===== src/rtl/fifo_sc_m.sv =====
// Single-clock FIFO on inferred storage with standard or first-word-fall-through
// read mode, fixed and programmable occupancy flags, and reject strobes.
module fifo_sc_m #(
  parameter type DATA_ITEM_TYPE    = logic,
  parameter int  DEPTH             = 32,
  parameter bit  FWFT              = 1'b1,
  parameter int  PROG_FULL_THRESH  = DEPTH - 2,
  parameter int  PROG_EMPTY_THRESH = 2,
  localparam int DATA_COUNT_W      = $clog2(DEPTH + 1)
) (
  input  logic                    clk,
  input  logic                    rst,
  input  DATA_ITEM_TYPE           tail,
  input  logic                    push,
  output DATA_ITEM_TYPE           head,
  input  logic                    pop,
  output logic                    full,
  output logic                    empty,
  output logic                    almost_full,
  output logic                    almost_empty,
  output logic                    prog_full,
  output logic                    prog_empty,
  output logic [DATA_COUNT_W-1:0] data_count,
  output logic                    overflow,
  output logic                    underflow
);

  localparam int AW = $clog2(DEPTH);
  localparam logic [DATA_COUNT_W-1:0] DEPTH_C = DATA_COUNT_W'(DEPTH);
  localparam logic [DATA_COUNT_W-1:0] AF_C    = DATA_COUNT_W'(DEPTH - 1);
  localparam logic [DATA_COUNT_W-1:0] ONE_C   = DATA_COUNT_W'(1);
  localparam logic [DATA_COUNT_W-1:0] PF_C    = DATA_COUNT_W'(PROG_FULL_THRESH);
  localparam logic [DATA_COUNT_W-1:0] PE_C    = DATA_COUNT_W'(PROG_EMPTY_THRESH);

  if ((DEPTH < 4) || ((DEPTH & (DEPTH - 1)) != 0)) begin : g_bad_depth
    $error("fifo_sc_m: DEPTH must be a power of two and at least 4");
  end
  if ((PROG_FULL_THRESH < 1) || (PROG_FULL_THRESH > DEPTH)) begin : g_bad_pf
    $error("fifo_sc_m: PROG_FULL_THRESH must lie in 1..DEPTH");
  end
  if ((PROG_EMPTY_THRESH < 0) || (PROG_EMPTY_THRESH > DEPTH - 1)) begin : g_bad_pe
    $error("fifo_sc_m: PROG_EMPTY_THRESH must lie in 0..DEPTH-1");
  end

  DATA_ITEM_TYPE           mem [DEPTH];
  DATA_ITEM_TYPE           head_nxt;
  logic [AW-1:0]           wr_ptr;
  logic [AW-1:0]           rd_ptr;
  logic [AW-1:0]           rd_ptr_nxt;
  logic [DATA_COUNT_W-1:0] count_nxt;
  logic                    pop_ok;
  logic                    push_ok;

  // A pop frees a slot in the same cycle, so a push on full still fits.
  always_comb begin
    pop_ok     = pop && !empty;
    push_ok    = push && (!full || pop_ok);
    rd_ptr_nxt = pop_ok ? rd_ptr + 1'b1 : rd_ptr;
    count_nxt  = data_count;
    if (push_ok && !pop_ok) begin
      count_nxt = data_count + 1'b1;
    end else if (pop_ok && !push_ok) begin
      count_nxt = data_count - 1'b1;
    end
  end

  if (FWFT) begin : g_fwft
    // head mirrors the oldest item; tail bypasses storage when it becomes the head.
    always_comb begin
      head_nxt = head;
      if (data_count == '0) begin
        if (push_ok) begin
          head_nxt = tail;
        end
      end else if (pop_ok) begin
        if (data_count == ONE_C) begin
          if (push_ok) begin
            head_nxt = tail;
          end
        end else begin
          head_nxt = mem[rd_ptr_nxt];
        end
      end
    end
  end else begin : g_std
    always_comb begin
      head_nxt = head;
      if (pop_ok) begin
        head_nxt = mem[rd_ptr];
      end
    end
  end

  // Storage write port; contents are left uninitialised across reset.
  always_ff @(posedge clk) begin
    if (!rst && push_ok) begin
      mem[wr_ptr] <= tail;
    end
  end

  always_ff @(posedge clk) begin
    if (rst) begin
      wr_ptr       <= '0;
      rd_ptr       <= '0;
      data_count   <= '0;
      head         <= '0;
      empty        <= 1'b1;
      full         <= 1'b0;
      almost_full  <= 1'b0;
      almost_empty <= 1'b1;
      prog_full    <= 1'b0;
      prog_empty   <= 1'b1;
      overflow     <= 1'b0;
      underflow    <= 1'b0;
    end else begin
      if (push_ok) begin
        wr_ptr <= wr_ptr + 1'b1;
      end
      rd_ptr       <= rd_ptr_nxt;
      data_count   <= count_nxt;
      head         <= head_nxt;
      empty        <= (count_nxt == '0);
      full         <= (count_nxt == DEPTH_C);
      almost_full  <= (count_nxt >= AF_C);
      almost_empty <= (count_nxt <= ONE_C);
      prog_full    <= (count_nxt >= PF_C);
      prog_empty   <= (count_nxt <= PE_C);
      overflow     <= push && !push_ok;
      underflow    <= pop && empty;
    end
  end

endmodule

===== config.mk =====
export PLATFORM = sky130hd
export DESIGN_NAME = fifo_sc_m
export DESIGN_NICKNAME = d
export VERILOG_FILES = /design/src/rtl/fifo_sc_m.sv
export SDC_FILE = /design/constraint.sdc
export NUM_CORES = 1
export LEC_CHECK = 0
export BUFFER_PORTS_ARGS = -buffer_cell sky130_fd_sc_hd__buf_2
export CAP_MARGIN = 20
export CELL_PAD_IN_SITES_DETAIL_PLACEMENT = 1
export CELL_PAD_IN_SITES_GLOBAL_PLACEMENT = 1
export CORE_MARGIN = 4
export CORE_UTILIZATION = 51
export DETAILED_ROUTE_END_ITERATION = 10
export HOLD_SLACK_MARGIN = 0.08
export PLACE_DENSITY = 0.82
export SYNTH_ARGS = -nofsm -noshare
export SYNTH_HDL_FRONTEND = slang
export SYNTH_SLANG_ARGS = --single-unit

===== constraint.sdc =====
create_clock -name clk -period 4.5 [get_ports clk]
set_input_delay 0.45 -clock clk [delete_from_list [all_inputs] [get_ports clk]]
set_output_delay 0.45 -clock clk [all_outputs]
set_load 0.005 [all_outputs]

==> impl_metrics.py, run 1 <==
metrics = {
    "synth": {
        "yosysWarnings": 0,
        "synth_edf_count": 32,
        "syn-num-nets": 338,
        "yosysTopAreaCellShare_pct": 30.7,
        "ys.flop_type": "edfxtp_1",
        "syn_avg_cell_area_sq_um": 9.67,
        "syn_area_sq_um": 3130,
        "yosysTopAreaCell": "edfxtp_1",
        "seq_area_frac_synth_pct": 46.6,
        "synth_cells": 324,
        "synth_cell_type_count": 59,
        "synth_area_leaders": "edfxtp_1, dfxtp_1, nor2_1",
        "async_flop_share_pct": 0,
        "synth_seq_cells": 57,
    },
    "floorplan": {
        "dieWidth_um": 86.4,
        "die_h_um": 86.4,
        "core_area_sq_um": 5960,
        "pin_count": 20,
        "fp-row-count": 28,
        "die_area_sq_um": 7460,
        "start_util_pct": 52.6,
    },
    "worst_setup_path": {
        "start_kind": "flip-flop",
        "end_kind": "flip-flop",
        "slowest_stage": "ha_1",
        "crit_buf_inv": 2,
        "crit_family": "compound AO/OA/AOI/OAI gates",
        "slowest_delay_ns": 0.50,
        "worstPathRequired_ns": 4.72,
        "worstPathMaxFanout": 34,
        "reg2reg_slack_ns": 2.01,
        "crit_top_cell": "a211oi_1",
        "cp_cell_sequence": "buf_4 > ha_1 > inv_1 > nand2_1 > nor2_1 > o32ai_1 > a211oi_1 > a211oi_1 > a31oi_1",
        "crit_type": "reg -> reg",
        "arrival_ns": 2.71,
    },
    "clocking": {
        "postCtsHoldBufs": 0,
        "cts_root_buf": "clkbuf_8",
        "insertion_delay_ns": 0.34,
        "ctsResizeCount": 0,
        "cts_setup_buffers": 0,
        "numClockSinks": 57,
        "clockBufferDepth": 2,
        "tritoncts": "done",
        "cts-buffers-inserted": 9,
        "htree_levels": 3,
        "path_clk_slew_ns": 0.06,
    },
    "sta": {
        "skew_ns": 0.00867,
        "slew_violations": 0,
        "relSlewSlack_pct": 43.9,
        "worstMarginPinSlew_ns": 0.839,
        "fmax_ghz": 0.402,
        "setup_viol": 0,
        "final_hold_viol_count": 0,
        "rsz0062_at_grt": "no",
        "period_needed_ns": 2.49,
        "tns_ns": 0,
        "finalCritPeriodShare_pct": 55.3,
    },
    "power_and_ir_drop": {
        "p_sw_share_pct": 32.7,
        "p_int_uw": 1080,
        "power_density_nw_per_um2": 467,
        "p_leak_uw": 0.00123,
        "pwr-share-comb_pct": 27.8,
        "clockPowerShare_pct": 33.5,
        "p_sw_uw": 526,
        "ir_drop_uv": 296,
        "seqPwrFrac_pct": 38.7,
    },
    "placement": {
        "gp_congestion": 0.842,
        "hpwl_mm": 5.59,
        "port_buffers": 19,
    },
    "global_route": {
        "grt.total_usage_pct": 23.2,
        "grt_max_degree": 36,
        "grt_pass1_vias": 2550,
        "grt_overflow": 0,
        "antenna_found_initial": 0,
        "grt_pass1_wl_mm": 13.2,
    },
    "drt": {
        "top_layer": "met4",
        "wl_met2_mm": 3.83,
        "routed-via-count": 2482,
        "wl_met1_mm": 3.85,
        "routedWlPerCell_um": 19.3,
        "drt_iter0_markers": 213,
        "via_per_inst": 5.94,
        "drc": 0,
        "dr_wl_met3_um": 245,
        "drt-total-wl_mm": 8.05,
        "route.antenna.remaining_nets": 0,
        "dr.pass1.iters": 4,
    },
    "outcome": {
        "outcome": "complete, no violations",
    },
    "final_layout": {
        "areaGrowthSynthToFinish_pct": 9.94,
        "diodes": 0,
        "final_core_utilization_pct": 57.8,
        "nNetsFinal": 352,
        "drive_gt1_share_pct": 14.9,
    },
    "worst_hold_path": {
        "hold_class": "in -> reg",
    },
    "run": {
        "cap_violations": 0,
    },
}
-- path summary, 6_finish.rpt --
path	start	cells after the start	endpoint
max reg2reg	rd_ptr[0]	9	head
min reg2reg	empty	2	underflow
max	rd_ptr[0]	9	head
min	pop	3	underflow
-- power groups by stage --
stage / Combinational (uW) / Clock (uW) / Sequential [uW]
2_1_floorplan: 327 / 0 / 634
3_3_place_gp: 417 / 0 / 631
3_5_place_dp: 439 / 0 / 633
4_1_cts: 447 / 544 / 622
5_1_grt: 492 / 570 / 629
6_report: 447 / 540 / 622
-- cells in the mapped netlist, types with 3 or more instances --
| library cell | instances |
|---|---|
| o211ai_1 | 7 |
| ha_1 | 9 |
| xor2_1 | 9 |
| a21oi_1 | 15 |
| dfxtp_1 | 25 |
| buf_6 | 3 |
| nor3_1 | 6 |
| mux2i_1 | 10 |
| nand2b_1 | 4 |
| inv_1 | 6 |
| a31oi_1 | 6 |
| nand3_1 | 8 |
| nand2_1 | 23 |
| xnor2_1 | 6 |
| o32ai_1 | 3 |
| clkbuf_1 | 10 |
| a211oi_1 | 6 |
| nor2_1 | 64 |
| nand4_1 | 5 |
| o21ai_0 | 13 |
| o22ai_1 | 3 |
| edfxtp_1 | 32 |
| nand3b_1 | 4 |
| nor2b_1 | 3 |
-- cell type report --
cell class	count	area, sq um
clock buffer	11	141
multi-input combinational	242	1530
clock inverter	5	78.8
timing repair buffer	21	110
fill	700	2510
inverter	7	26.3
sequential	57	1460
tap	75	93.8
-- sequential cells by signal (all words and copies together), names as in the netlist --
name	cells
almost_empty	1
almost_full	1
data_count	6
full	1
rd_ptr	5
empty	1
prog_empty	1
prog_full	1
mem	32
wr_ptr	5
overflow	1
head	1
underflow	1
-- worst min-delay path, stage by stage --
cell     delay, ns
buf_2         0.13
nand2_1       0.06
nor2_1        0.03
-- layout by cell type, fill, tap and decap left out, types with 9 or more instances in the layout --
cell type / n
xor2_1: 9
nand2_1: 23
nor2_1: 64
edfxtp_1: 32
buf_2: 19
mux2i_1: 10
clkbuf_8: 10
ha_1: 9
dfxtp_1: 25
o21ai_0: 13
a21oi_1: 15
-- metrics by stage --
stage	std cells	hold WS [ns]	setup slack (ns)	area, sq um	power (uW)
final	418	0.370	2.01	3440	1610
after global routing	418	0.371	1.77	3440	1690
after CTS	418	0.355	2.01	3440	1610
after detailed placement	402	0.497	1.89	3220	1070
after global placement	402	0.490	1.98	3220	1050
after floorplan	324	0.482	2.64	3130	961
-- cell families after synthesis --
kind of cell	count (synthesis)	share of synthesized area [%]
and+or+nand+nor	133	21.0
AOI/OAI and AO/OA	73	16.0
DFF	57	46.6
buffers and inverters	25	4.43
xor gates and xnor gates	16	4.71
muxes	11	3.55
adders and majority gates	9	3.59
-- layer usage --
| metal | up-vias | GRT usage, % |
|---|---|---|
| met1 | 1234 | 31.7 |
| li1 | 1200 | - |
| met2 | 34 | 36.4 |
| met5 | - | 0 |
| met4 | 0 | 7.93 |
| met3 | 14 | 5.23 |
No activity file was read; power rests on OpenSTA's default activity.
==> run 2, diff against run 1 <==
ABC_AREA = 1   (was not set)
CORE_UTILIZATION = 41   (was 51)
PLACE_DENSITY = 0.72   (was 0.82)
clock period = 2.1 ns   (was 4.5 ns; I/O delays follow)
==> run 2 against run 1 <==
Against the previous run: critical endpoint is now empty; global-route usage is 4.3 points lower; largest power group unchanged; worst setup slack worse by 1.8 ns; largest cell class is now registers; via count is 8.7% lower; utilization is 10 points lower; highest routed layer unchanged.
==> impl_metrics.py, run 2 <==
metrics = {
    "outcome": {
        "outcome": "complete, no violations",
    },
    "clocking": {
        "clockBufferDepth": 2,
        "insertion_delay_ns": 0.34,
        "path_clk_slew_ns": 0.06,
        "cts_setup_buffers": 0,
        "htree_levels": 3,
        "postCtsHoldBufs": 0,
        "cts_root_buf": "clkbuf_8",
        "cts-buffers-inserted": 9,
        "numClockSinks": 57,
        "tritoncts": "done",
    },
    "synth": {
        "synth_area_leaders": "edfxtp_1, dfxtp_1, nand3_1",
        "yosysTopAreaCellShare_pct": 33.8,
        "seq_area_frac_synth_pct": 51.5,
        "ys.flop_type": "edfxtp_1",
        "synth_seq_cells": 57,
        "async_flop_share_pct": 0,
        "synth_cell_type_count": 30,
        "syn_area_sq_um": 2840,
        "yosys-top-cells-count": "nand2_1, nor2_1, nand3_1",
        "yosysTopAreaCell": "edfxtp_1",
        "yosysWarnings": 0,
        "synth_cells": 336,
        "syn-num-nets": 350,
        "synth_edf_count": 32,
        "syn_avg_cell_area_sq_um": 8.45,
        "synth.most_common_cell": "nand2_1",
    },
    "final_layout": {
        "largest_register": "mem",
        "largestRegisters": "mem: 32 flops, data_count: 6 flops",
        "drive_gt1_share_pct": 14.6,
        "fillers": 845,
        "layout_common_cells": "nand2_1, nor2_1, nand3_1, inv_1, edfxtp_1",
        "largest_reg_flops": 32,
        "diodes": 0,
        "nNetsFinal": 380,
        "areaGrowthSynthToFinish_pct": 13.4,
        "layout_commonest_cell": "nand2_1",
    },
    "drt": {
        "routedWlPerCell_um": 15.8,
        "drc": 0,
        "dr.pass1.iters": 4,
        "drt_iter0_markers": 105,
        "via_per_inst": 5.02,
        "routed-via-count": 2266,
        "route.antenna.remaining_nets": 0,
        "drt-total-wl_mm": 7.11,
    },
    "global_route": {
        "antenna_found_initial": 0,
        "grt.total_usage_pct": 18.9,
        "grt_max_degree": 18,
        "grt_overflow": 0,
        "grt_pass1_vias": 2426,
        "grt_pass1_wl_mm": 12.2,
    },
    "worst_setup_path": {
        "end_kind": "flip-flop",
        "r2r-start": "empty",
        "reg2reg_slack_ns": 0.24,
        "reg2reg_depth": 10,
        "worstPathMaxFanout": 7,
        "crit_type": "reg -> reg",
        "arrival_ns": 2.13,
        "rr_endpoint": "empty",
        "slowest_stage": "dfxtp_1",
        "cp_cell_sequence": "inv_2 > nand2_2 > nor2_4 > nand4_1 > or2_1 > nand3_1 > nand2_1 > nor2b_1 > nand3_2 > o21ai_1",
        "slowest_delay_ns": 0.35,
        "worstPathRequired_ns": 2.37,
        "start_kind": "flip-flop",
    },
    "sta": {
        "period_needed_ns": 1.86,
        "slew_violations": 0,
        "skew_ns": 0.00437,
        "final_hold_viol_count": 0,
        "relSlewSlack_pct": 57.0,
        "tns_ns": 0,
        "rsz0062_at_grt": "no",
        "fmax_ghz": 0.538,
        "worstMarginPinSlew_ns": 0.639,
        "setup_viol": 0,
        "finalCritPeriodShare_pct": 88.6,
        "final.setup.worst_slack_ns": 0.240,
    },
    "placement": {
        "port_buffers": 19,
        "gp_congestion": 0.775,
        "hpwl_mm": 5.08,
        "pre_cts_ws_ns": 0.0105,
    },
    "floorplan": {
        "die_h_um": 91.2,
        "start_util_pct": 42.0,
        "pin_count": 20,
        "core_area_sq_um": 6760,
        "dieWidth_um": 91.2,
        "fp-row-count": 30,
        "die_area_sq_um": 8320,
    },
    "worst_hold_path": {
        "min_from": "pop",
        "hold_class": "in -> reg",
        "holdPathStages": 3,
        "hold_end": "underflow",
    },
    "power_and_ir_drop": {
        "p_leak_uw": 0.00136,
        "ir_drop_uv": 367,
        "power_density_nw_per_um2": 802,
    },
    "run": {
        "cap_violations": 0,
    },
}
==> run 2: cell count changes in the layout (fill, tap and decap cells not counted), sizes merged, moves of 4 or more <==
cell	change
a211oi	-6
a21oi	-11
a31oi	-6
buf	+4
inv	+40
mux2i	-10
nand2	+39
nand2b	-5
nand3	+39
nand3b	+8
nor2	-8
o211ai	-7
o32ai	-4
xnor2	-5
==> run 2: layout make-up <==
class                      count  area (sq um)  area share [%]
clock buffer                  12           135            4.20
multi-input combinational    224          1180            36.6
tap                           80           100            3.11
sequential                    57          1460            45.4
clock inverter                 4          20.0           0.622
timing repair buffer          25           140            4.35
inverter                      49           184            5.71
==> run 2: layer usage <==
layer | routed length (um) | track usage, %
met5 | 0 | 0
met4 | 140 | 7.54
met3 | 133 | 3.73
met2 | 3430 | 31.4
met1 | 3410 | 24.2
==> run 2: worst max-delay path by stage <==
stage | start | endpoint | slack (ns)
6_report | empty | empty | 0.24
5_1_grt | empty | head | 0.03
4_1_cts | empty | head | 0.14
3_5_place_dp | empty | head | 0.01
3_3_place_gp | empty | head | 0.02
2_1_floorplan | empty | head | 0.43
==> run 2: metrics by stage <==
step	hold WS, ns	util [%]	instance area (sq um)	std cells	power (uW)
floorplan	0.289	-	2840	336	1580
global placement	0.502	45.2	3050	435	1740
detailed placement	0.506	45.2	3050	435	1750
CTS	0.164	47.5	3210	451	2590
global route	0.174	47.7	3220	451	2720
finish	0.170	47.7	3220	451	2580
==> run 2: kinds of logic (layout without fill, tap and decap cells) <==
kind of cell	Yosys count	after routing	synth area share [%]
DFF	57	57	51.5
adders and majority gates	9	9	3.96
AOI/OAI and AO/OA	18	18	3.39
xor gates and xnor gates	8	8	2.47
and+or+nand+nor	189	189	31.3
buffers and inverters	55	90	7.44
==> run 2: power by group <==
| part | switching, uW | internal (uW) |
|---|---|---|
| registers | 38.9 | 1220 |
| logic | 304 | 161 |
| clock network | 437 | 421 |
| total | 780 | 1800 |
==> run 2: critical path, delay by kind of cell (launching register included) <==
| kind | cells | cell delay [ns] |
|---|---|---|
| simple gates | 8 | 1.21 |
| flops | 1 | 0.35 |
| compound gates | 1 | 0.13 |
| buf+inv | 1 | 0.09 |
==> run 2: what timing repair did <==
item                       4_1_cts  5_1_grt
hold endpoints to repair         0        0
gates resized for setup          1        2
setup endpoints to repair        1        1
